<file path="src/rtl/goals_if.sv">
// goals_if: frame controls in, goal positions/directions/bounce events out
interface goals_if #(
    parameter int NUM_CH = 2,
    parameter int WIDTH  = 11
);
    logic                      startOfFrame;
    logic [1:0]                Level;
    logic                      freeze;
    logic                      recenter;
    logic [NUM_CH*WIDTH-1:0]   topLeftY;
    logic [NUM_CH*WIDTH-1:0]   firstY;
    logic [NUM_CH*WIDTH-1:0]   secondY;
    logic [NUM_CH-1:0]         dir;
    logic [NUM_CH-1:0]         bounce;
    logic                      recenter_pending;
    modport master (
        output startOfFrame, Level, freeze, recenter,
        input  topLeftY, firstY, secondY, dir, bounce, recenter_pending
    );
    modport slave (
        input  startOfFrame, Level, freeze, recenter,
        output topLeftY, firstY, secondY, dir, bounce, recenter_pending
    );
endinterface

</file>
<file path="src/rtl/goals_oscillator.sv">
// goals_oscillator: NUM_CH goal channels bouncing between Y_MIN and Y_MAX once per frame
module goals_oscillator #(
    parameter int NUM_CH     = 2,
    parameter int WIDTH      = 11,
    parameter int Y_MIN      = 155,
    parameter int Y_MAX      = 255,
    parameter int Y_INIT     = 205,
    parameter int GOAL_SPAN  = 64,
    parameter int SPEED_SLOW = 1,
    parameter int SPEED_FAST = 3
) (
    input logic   clk,
    input logic   resetN,
    goals_if.slave bus
);
    typedef logic signed [WIDTH:0] ext_t;
    function automatic logic [NUM_CH-1:0] init_dir();
        for (int i = 0; i < NUM_CH; i++) init_dir[i] = 1'(i % 2);
    endfunction
    localparam logic [NUM_CH-1:0] INIT_DIR = init_dir();
    localparam ext_t LO = ext_t'(Y_MIN);
    localparam ext_t HI = ext_t'(Y_MAX);
    logic signed [WIDTH-1:0] pos_q [NUM_CH];
    logic signed [WIDTH-1:0] pos_d [NUM_CH];
    logic [NUM_CH-1:0] dir_q, dir_d, bounce_q, bounce_d;
    logic pend_q, pend_d, apply;
    ext_t s, nxt;
    always_comb begin
        apply    = bus.startOfFrame && (pend_q || bus.recenter);
        pend_d   = bus.startOfFrame ? 1'b0 : (pend_q || bus.recenter);
        s        = bus.Level[0] ? ext_t'(SPEED_FAST) : ext_t'(SPEED_SLOW);
        pos_d    = pos_q;
        dir_d    = dir_q;
        bounce_d = '0;
        nxt      = '0;
        for (int i = 0; i < NUM_CH; i++) begin
            // one extra bit keeps pos +/- s from wrapping before the bound test
            nxt = dir_q[i] ? $signed({pos_q[i][WIDTH-1], pos_q[i]}) + s
                           : $signed({pos_q[i][WIDTH-1], pos_q[i]}) - s;
            if (apply) begin
                pos_d[i] = WIDTH'(Y_INIT);
                dir_d[i] = INIT_DIR[i];
            end else if (bus.startOfFrame && !bus.freeze && bus.Level[1]) begin
                if (dir_q[i] ? nxt >= HI : nxt <= LO) begin
                    pos_d[i]    = dir_q[i] ? WIDTH'(Y_MAX) : WIDTH'(Y_MIN);
                    dir_d[i]    = ~dir_q[i];
                    bounce_d[i] = 1'b1;
                end else begin
                    pos_d[i] = nxt[WIDTH-1:0];
                end
            end
        end
    end
    always_ff @(posedge clk or negedge resetN) begin
        if (!resetN) begin
            for (int i = 0; i < NUM_CH; i++) pos_q[i] <= WIDTH'(Y_INIT);
            dir_q    <= INIT_DIR;
            bounce_q <= '0;
            pend_q   <= 1'b0;
        end else begin
            pos_q    <= pos_d;
            dir_q    <= dir_d;
            bounce_q <= bounce_d;
            pend_q   <= pend_d;
        end
    end
    for (genvar g = 0; g < NUM_CH; g++) begin : g_out
        assign bus.topLeftY[g*WIDTH +: WIDTH] = pos_q[g];
        assign bus.secondY[g*WIDTH +: WIDTH]  = pos_q[g] + WIDTH'(GOAL_SPAN);
    end
    assign bus.firstY           = bus.topLeftY;
    assign bus.dir              = dir_q;
    assign bus.bounce           = bounce_q;
    assign bus.recenter_pending = pend_q;
endmodule

</file>
<file path="src/flat_wrapper.sv">
// flat-port wrapper written by rule: the top's interface ports become plain ports
module goals_oscillator_flat 
#(
    parameter int NUM_CH     = 2,
    parameter int WIDTH      = 11,
    parameter int Y_MIN      = 155,
    parameter int Y_MAX      = 255,
    parameter int Y_INIT     = 205,
    parameter int GOAL_SPAN  = 64,
    parameter int SPEED_SLOW = 1,
    parameter int SPEED_FAST = 3
)
  (clk, resetN, bus_startOfFrame, bus_Level, bus_freeze, bus_recenter, bus_topLeftY, bus_firstY, bus_secondY, bus_dir, bus_bounce, bus_recenter_pending);
  goals_if #(.NUM_CH(NUM_CH), .WIDTH(WIDTH)) bus_i ();
  input logic clk;
  input logic resetN;
  input wire logic [$bits(bus_i.startOfFrame)-1:0] bus_startOfFrame;
  input wire logic [$bits(bus_i.Level)-1:0] bus_Level;
  input wire logic [$bits(bus_i.freeze)-1:0] bus_freeze;
  input wire logic [$bits(bus_i.recenter)-1:0] bus_recenter;
  output wire logic [$bits(bus_i.topLeftY)-1:0] bus_topLeftY;
  output wire logic [$bits(bus_i.firstY)-1:0] bus_firstY;
  output wire logic [$bits(bus_i.secondY)-1:0] bus_secondY;
  output wire logic [$bits(bus_i.dir)-1:0] bus_dir;
  output wire logic [$bits(bus_i.bounce)-1:0] bus_bounce;
  output wire logic [$bits(bus_i.recenter_pending)-1:0] bus_recenter_pending;
  assign bus_i.startOfFrame = bus_startOfFrame;
  assign bus_i.Level = bus_Level;
  assign bus_i.freeze = bus_freeze;
  assign bus_i.recenter = bus_recenter;
  assign bus_topLeftY = bus_i.topLeftY;
  assign bus_firstY = bus_i.firstY;
  assign bus_secondY = bus_i.secondY;
  assign bus_dir = bus_i.dir;
  assign bus_bounce = bus_i.bounce;
  assign bus_recenter_pending = bus_i.recenter_pending;
  goals_oscillator #(.NUM_CH(NUM_CH), .WIDTH(WIDTH), .Y_MIN(Y_MIN), .Y_MAX(Y_MAX), .Y_INIT(Y_INIT), .GOAL_SPAN(GOAL_SPAN), .SPEED_SLOW(SPEED_SLOW), .SPEED_FAST(SPEED_FAST)) u_core (.clk(clk), .resetN(resetN), .bus(bus_i));
endmodule
</file>
<file path="config.mk">
export PLATFORM = sky130hd
export DESIGN_NAME = goals_oscillator_flat
export DESIGN_NICKNAME = d
export VERILOG_FILES = /design/src/rtl/goals_if.sv /design/src/rtl/goals_oscillator.sv /design/src/flat_wrapper.sv
export SDC_FILE = /design/constraint.sdc
export NUM_CORES = 1
export LEC_CHECK = 0
export CAP_MARGIN = 15
export CORE_ASPECT_RATIO = 0.8
export CORE_MARGIN = 8
export CORE_UTILIZATION = 55
export CTS_CLUSTER_SIZE = 12
export DETAILED_ROUTE_END_ITERATION = 10
export DONT_BUFFER_PORTS = 1
export MAX_ROUTING_LAYER = met4
export PLACE_DENSITY = 0.7
export SETUP_SLACK_MARGIN = 0.02
export SLEW_MARGIN = 30
export SYNTH_ARGS = -nofsm -noshare
export SYNTH_HDL_FRONTEND = slang
export SYNTH_SLANG_ARGS = --single-unit
</file>
<file path="constraint.sdc">
create_clock -name clk -period 9 [get_ports clk]
set_input_delay 1.8 -clock clk [delete_from_list [all_inputs] [get_ports clk]]
set_output_delay 1.8 -clock clk [all_outputs]
set_load 0.03 [all_outputs]
</file>
==> results of run 1 <==
==> kinds of logic after synthesis <==
kind of cell | synth area share [%]
flip-flops | 23.2
multiplexers | 1.05
buffers and inverters | 11.5
AO/OA/AOI/OAI | 26.7
adder cells (fa/ha/maj) | 11.5
AND/OR/NAND/NOR | 20.5
XOR/XNOR | 5.60
==> critical path: stages <==
cell	delay [ns]
xnor2_1	0.15
fa_1	0.47
a211oi_4	0.39
o211ai_1	0.21
a2111o_1	0.48
a2111oi_4	0.43
a21boi_2	0.17
nor2_4	0.18
nor3_4	0.09
a22o_1	0.20
==> per-stage QoR <==
stage	worst slack, ns	utilization [%]	instances	cell area, um2	hold WS (ns)
2_1_floorplan	4.65	-	356	2970	0.576
5_1_grt	4.38	52.4	381	2800	0.735
3_3_place_gp	4.37	51.5	377	2760	0.694
3_5_place_dp	4.32	51.5	377	2760	0.692
6_report	4.60	52.4	381	2800	0.701
4_1_cts	4.62	52.4	381	2800	0.705
==> final cells by class <==
cell class,count,area [um2]
clock buffers,3,41.3
fillers,505,2540
clock inverters,1,5.00
well taps,65,81.3
flip-flops and latches,27,689
inverters,12,45.0
multi-input cells,273,1940
==> cells in the final DEF, fill, tap and decap left out, types with 4 or more instances in the layout <==
master / n
nor3_1: 10
xor2_1: 8
ha_1: 24
a21oi_1: 23
o21a_1: 6
dfstp_2: 11
dfrtp_1: 16
o21ai_0: 17
a211oi_1: 5
inv_1: 12
and2_1: 4
nor2_1: 35
nand2_1: 21
nand2b_1: 5
and3b_1: 4
nand3_1: 9
a21o_1: 4
a31oi_1: 5
or2_2: 5
o21ai_1: 6
xnor2_1: 11
o211ai_1: 8
a22o_1: 5
==> routing by layer <==
metal  vias to the layer above  GRT usage, %  routed length, um
met5                         -             -                  0
met4                         0          1.68                 24
met3                         6          5.42                552
met2                        92          25.2               2870
met1                      1205          26.2               3740
li1                       1197             -                  -
==> state kept, by name (all words and copies together), names as in the netlist <==
| signal | count |
|---|---|
| u_core.bus.dir | 2 |
| u_core.bus.bounce | 2 |
| u_core.bus.recenter_pending | 1 |
| u_core.bus.firstY | 22 |
==> worst max path at each step <==
stage                                              to  slack, ns  cells after the start
finish              u_core.bus.firstY[21]$_DFFE_PN0P_       4.60                     10
floorplan           u_core.bus.firstY[19]$_DFFE_PN0P_       4.65                     10
detailed placement  u_core.bus.firstY[21]$_DFFE_PN0P_       4.32                     10
global placement    u_core.bus.firstY[19]$_DFFE_PN0P_       4.37                     10
global route        u_core.bus.firstY[19]$_DFFE_PN0P_       4.38                     10
CTS                 u_core.bus.firstY[21]$_DFFE_PN0P_       4.62                     10
==> results by group, run 1 <==
Clock tree
  • Clock transition at the registers of the reported paths: 0.09 ns
  • Worst-skew pair later-pin latency: 0.27 ns
  • Max clock buf depth: 2
  • Cts repair resizes: 0
  • Post-CTS setup buffers: 0
  • Hold Buf Count CTS: 0
  • Total CTS buffers: 3
  • H-tree depth: 1
  • TritonCTS clock tree: built
  • Root Buffer Master: clkbuf_8
  • Clock sinks: 27

Worst setup path
  • CP endpoint kind: flop
  • WP data arrival: 4.58 ns
  • WS Path Type: primary input to flop
  • CP required: 9.17 ns
  • Crit start category: primary input
  • Reg2Reg Setup Slack: 4.99 ns
  • Reg-to-Reg Start: u_core.bus.dir[0]$_DFFE_PN0P_
  • CP startpoint: bus_Level[0]
  • R2R depth: 10
  • Reg2reg end: u_core.bus.firstY[4]$_DFFE_PN0P_
  • Worst-path fanout max: 7

Synthesis
  • Main synth FF type: dfrtp_1
  • Syn Std Cell Area: 0.00297 mm2
  • Seq cells post-synth: 27
  • Synth top cells by count: nor2_1 (35), buf_4 (34), ha_1 (24)
  • Synthesized area per cell: 8.34 um2
  • Synth unique cells: 64
  • Cell count after synthesis: 356
  • Async set-reset flop share out of synthesis: 100%
  • Warnings from Yosys: 0
  • Number of flops mapped to enable cells by yosys: 0
  • Syn Nets: 389
  • Most common cell in the netlist: nor2_1
  • Synth top area cells: dfrtp_1 (13%), ha_1 (10%), dfstp_2 (9.7%)
  • Post-synth top area cell: dfrtp_1
  • Top cell type's share of synthesized area: 13.5%
  • Post-synthesis sequential area ratio: 23.2%

STA
  • RSZ-0062 raised after global routing: no
  • Min Tclk post-route: 4.40 ns
  • Fmax: 0.227 GHz
  • Endpoints failing hold: 0
  • Period utilization: 48.9%
  • Final setup violating endpoints: 0
  • Total Neg Setup Slack: 0 ns
  • Max-slew violations: 0
  • Worst-Margin Slew: 0.951 ns
  • Slew headroom: 36.6%
  • Final worst clock skew: 0.00600 ns

Place
  • GP Congestion: 0.897
  • Port Buf Inserts: 0
  • Dpl hpwl: 5530 um

Die
  • Std-Cell Rows: 24
  • Area of the core: 0.00535 mm2
  • I/O Pins: 78
  • Die area: 0.00802 mm2
  • Die W: 98.2 um
  • Initial Utilization: 55.6%
  • Die Ht: 81.7 um

Final layout
  • Nets: 350
  • Share of cells above drive strength 1: 10.8%
  • Layout Area Growth over Synthesis: -5.69%
  • # diodes: 0

Hold path
  • Hold Path End: u_core.bus.firstY[18]$_DFFE_PN1P_
  • Hold Path Depth: 2
  • Worst hold path type: flop to flop
  • Hold Startpoint: u_core.bus.firstY[18]$_DFFE_PN1P_

Drt
  • Via count of the routed design: 2500
  • Drt drc: 0
  • Vias per cell: 6.56
  • 1st-iter DRT viols: 249
  • Routed wire length: 7190 um
  • Routed WL per cell: 18.9 um
  • DRT Pass-1 Iters: 4
  • Detail Route Antenna Nets: 0

Global routing
  • Largest net degree at the start of global routing: 28
  • Global-route wire length before repair: 11700 um
  • All-Layer GR Usage: 18.2%
  • GRT overflow: 0
  • Initial antenna violation count: 0
  • Vias in the first global route: 2209

Flow run
  • Number of max-cap violations: 0

Outcome
  • Status: finished clean
Power of run 1 is left out: the tool's default activity adds up to more than one toggle a clock period on the data nets, which glitch-free logic cannot reach.
==> inputs of run 2 (changes only) <==
Settings changed: PLACE_DENSITY 0.7 to 0.73.
Clock period 9 ns to 3.9 ns, I/O delays scaled along.
==> results by group, run 2 (synthesis gave the netlist of run 1 again) <==
Outcome
  • Status: finished clean

Drt
  • DRT Pass-1 Iters: 4 (unchanged)
  • Drt drc: 0 (unchanged)
  • Routed WL per cell: 18.6 um (-1.6%)
  • Detail Route Antenna Nets: 0 (unchanged)
  • Routed wire length: 7390 um (+2.7%)
  • Via count of the routed design: 2485 (-0.60%)
  • 1st-iter DRT viols: 207 (-17%)
  • Vias per cell: 6.24 (-4.8%)

Final layout
  • Nets: 367 (+4.9%)
  • Layout Area Growth over Synthesis: -1.31%
  • Share of cells above drive strength 1: 15.6% (+4.9 points)
  • # diodes: 0 (unchanged)
  • Most common cell after layout, fill and taps aside: nor2_1
  • Post-route insts no fill: 398 (+4.5%)
  • Final instance area: 0.00293 mm2 (+4.6%)
  • Largest register FFs: 22 (unchanged)
  • Commonest cells after routing, fill and taps aside: nor2_1 (34), ha_1 (24), a21oi_1 (23), nand2_1 (21)

STA
  • Final setup margin: 0.457 ns (-4.14 ns)
  • Min Tclk post-route: 3.44 ns
  • Final setup violating endpoints: 0 (unchanged)
  • Final worst clock skew: 0.0110 ns (+0.00499 ns)
  • Slew headroom: 49.6% (+13 points)
  • Fmax: 0.290 GHz
  • Total Neg Setup Slack: 0 ns (unchanged)
  • Endpoints failing hold: 0 (unchanged)
  • Max-slew violations: 0 (unchanged)
  • Worst-Margin Slew: 0.747 ns (-0.204 ns)
  • Period utilization: 88.3%
  • RSZ-0062 raised after global routing: no

Die
  • Initial Utilization: 55.6% (unchanged)
  • Die area: 0.00802 mm2 (unchanged)
  • Die W: 98.2 um (unchanged)
  • Area of the core: 0.00535 mm2 (unchanged)
  • Die Ht: 81.7 um (unchanged)
  • I/O Pins: 78 (unchanged)
  • Std-Cell Rows: 24 (unchanged)

Worst setup path
  • WP data arrival: 3.65 ns (-0.93 ns)
  • Crit start category: flop
  • Crit-path cells: inv_1, ha_1, a211oi_1, nor4b_1, a2111oi_2, a2111oi_4, a21boi_2, nor2_4, nor3_4, a22o_1
  • Worst-path fanout max: 9 (+2)
  • Crit path max-delay cell type: dfstp_2
  • CP max stage delay: 0.57 ns (+0.09 ns)
  • WS Path Type: flop to flop
  • CP required: 4.11 ns (-5.06 ns)
  • CP endpoint kind: flop

Global routing
  • Largest net degree at the start of global routing: 28 (unchanged)
  • Vias in the first global route: 2307 (+4.4%)
  • GRT overflow: 0 (unchanged)
  • All-Layer GR Usage: 18.7% (+0.51 points)
  • Initial antenna violation count: 0 (unchanged)
  • Global-route wire length before repair: 12000 um (+2.8%)

Clock tree
  • Max clock buf depth: 2 (unchanged)
  • Worst-skew pair later-pin latency: 0.28 ns (about the same)
  • Hold Buf Count CTS: 0 (unchanged)
  • H-tree depth: 1 (unchanged)
  • Clock transition at the registers of the reported paths: 0.10 ns (about the same)
  • Root Buffer Master: clkbuf_8
  • Clock sinks: 27 (unchanged)
  • Total CTS buffers: 3 (unchanged)
  • TritonCTS clock tree: built
  • Cts repair resizes: 0 (unchanged)
  • Post-CTS setup buffers: 0 (unchanged)

Place
  • Worst slack, placed: 0.242 ns (-4.08 ns)
  • Area post-placement: 0.00288 mm2 (+4.6%)
  • Dpl hpwl: 5830 um (+5.5%)
  • Port Buf Inserts: 0 (unchanged)
  • GP Congestion: 0.976 (+8.8%)
  • Placed Cells: 394 (+4.5%)

Flow run
  • Number of max-cap violations: 0 (unchanged)

Hold path
  • Worst hold path type: primary input to async pin
## run 2: metrics by stage
step	hold WS, ns	utilization [%]
2_1_floorplan	0.484	-
3_3_place_gp	0.486	53.9
3_5_place_dp	0.485	53.9
4_1_cts	0.172	54.8
5_1_grt	0.162	54.8
6_report	0.183	54.8
## run 2: worst max-delay path: cells and delay by family (launching register included)
family | cells | cell delay (ns)
fa+ha+maj | 1 | 0.34
flops | 1 | 0.57
simple gates | 3 | 0.58
buf+inv | 1 | 0.18
compound gates | 5 | 1.70
## run 2: final cells by class
class / count / area, um2
Clock inverter: 1 / 5.00
Fill cell: 516 / 2410
Clock buffer: 3 / 41.3
Multi-Input combinational cell: 273 / 1940
Sequential cell: 27 / 689
Tap cell: 65 / 81.3
Inverter: 12 / 45.0
Timing Repair Buffer: 17 / 128
## run 2: worst paths after layout
kind / from / to / slack [ns] / depth (start not counted)
max in group asynchronous: resetN / u_core.bus.firstY[3]$_DFFE_PN1P_ / 3.54 / 0
min reg2reg: u_core.bus.firstY[1]$_DFFE_PN0P_ / u_core.bus.firstY[1]$_DFFE_PN0P_ / 0.63 / 1
max reg2reg: u_core.bus.dir[1]$_DFFE_PN1P_ / u_core.bus.firstY[21]$_DFFE_PN0P_ / 0.46 / 10
max: u_core.bus.dir[1]$_DFFE_PN1P_ / u_core.bus.firstY[21]$_DFFE_PN0P_ / 0.46 / 10
min: resetN / u_core.bus.firstY[12]$_DFFE_PN0P_ / 0.18 / 0
min in group clk: bus_startOfFrame / u_core.bus.recenter_pending$_DFF_PN0_ / 0.55 / 1
## run 2: routing by layer
metal  part of all wire (%)  vias to the layer above  track usage (%)
met3                    9.2                        6             6.01
met2                     41                       99             26.9
met5                      0                        -                -
met1                     50                     1144             25.9
li1                       -                     1236                -
met4                   0.37                        0             1.37
Power of run 2 is left out for the same reason.
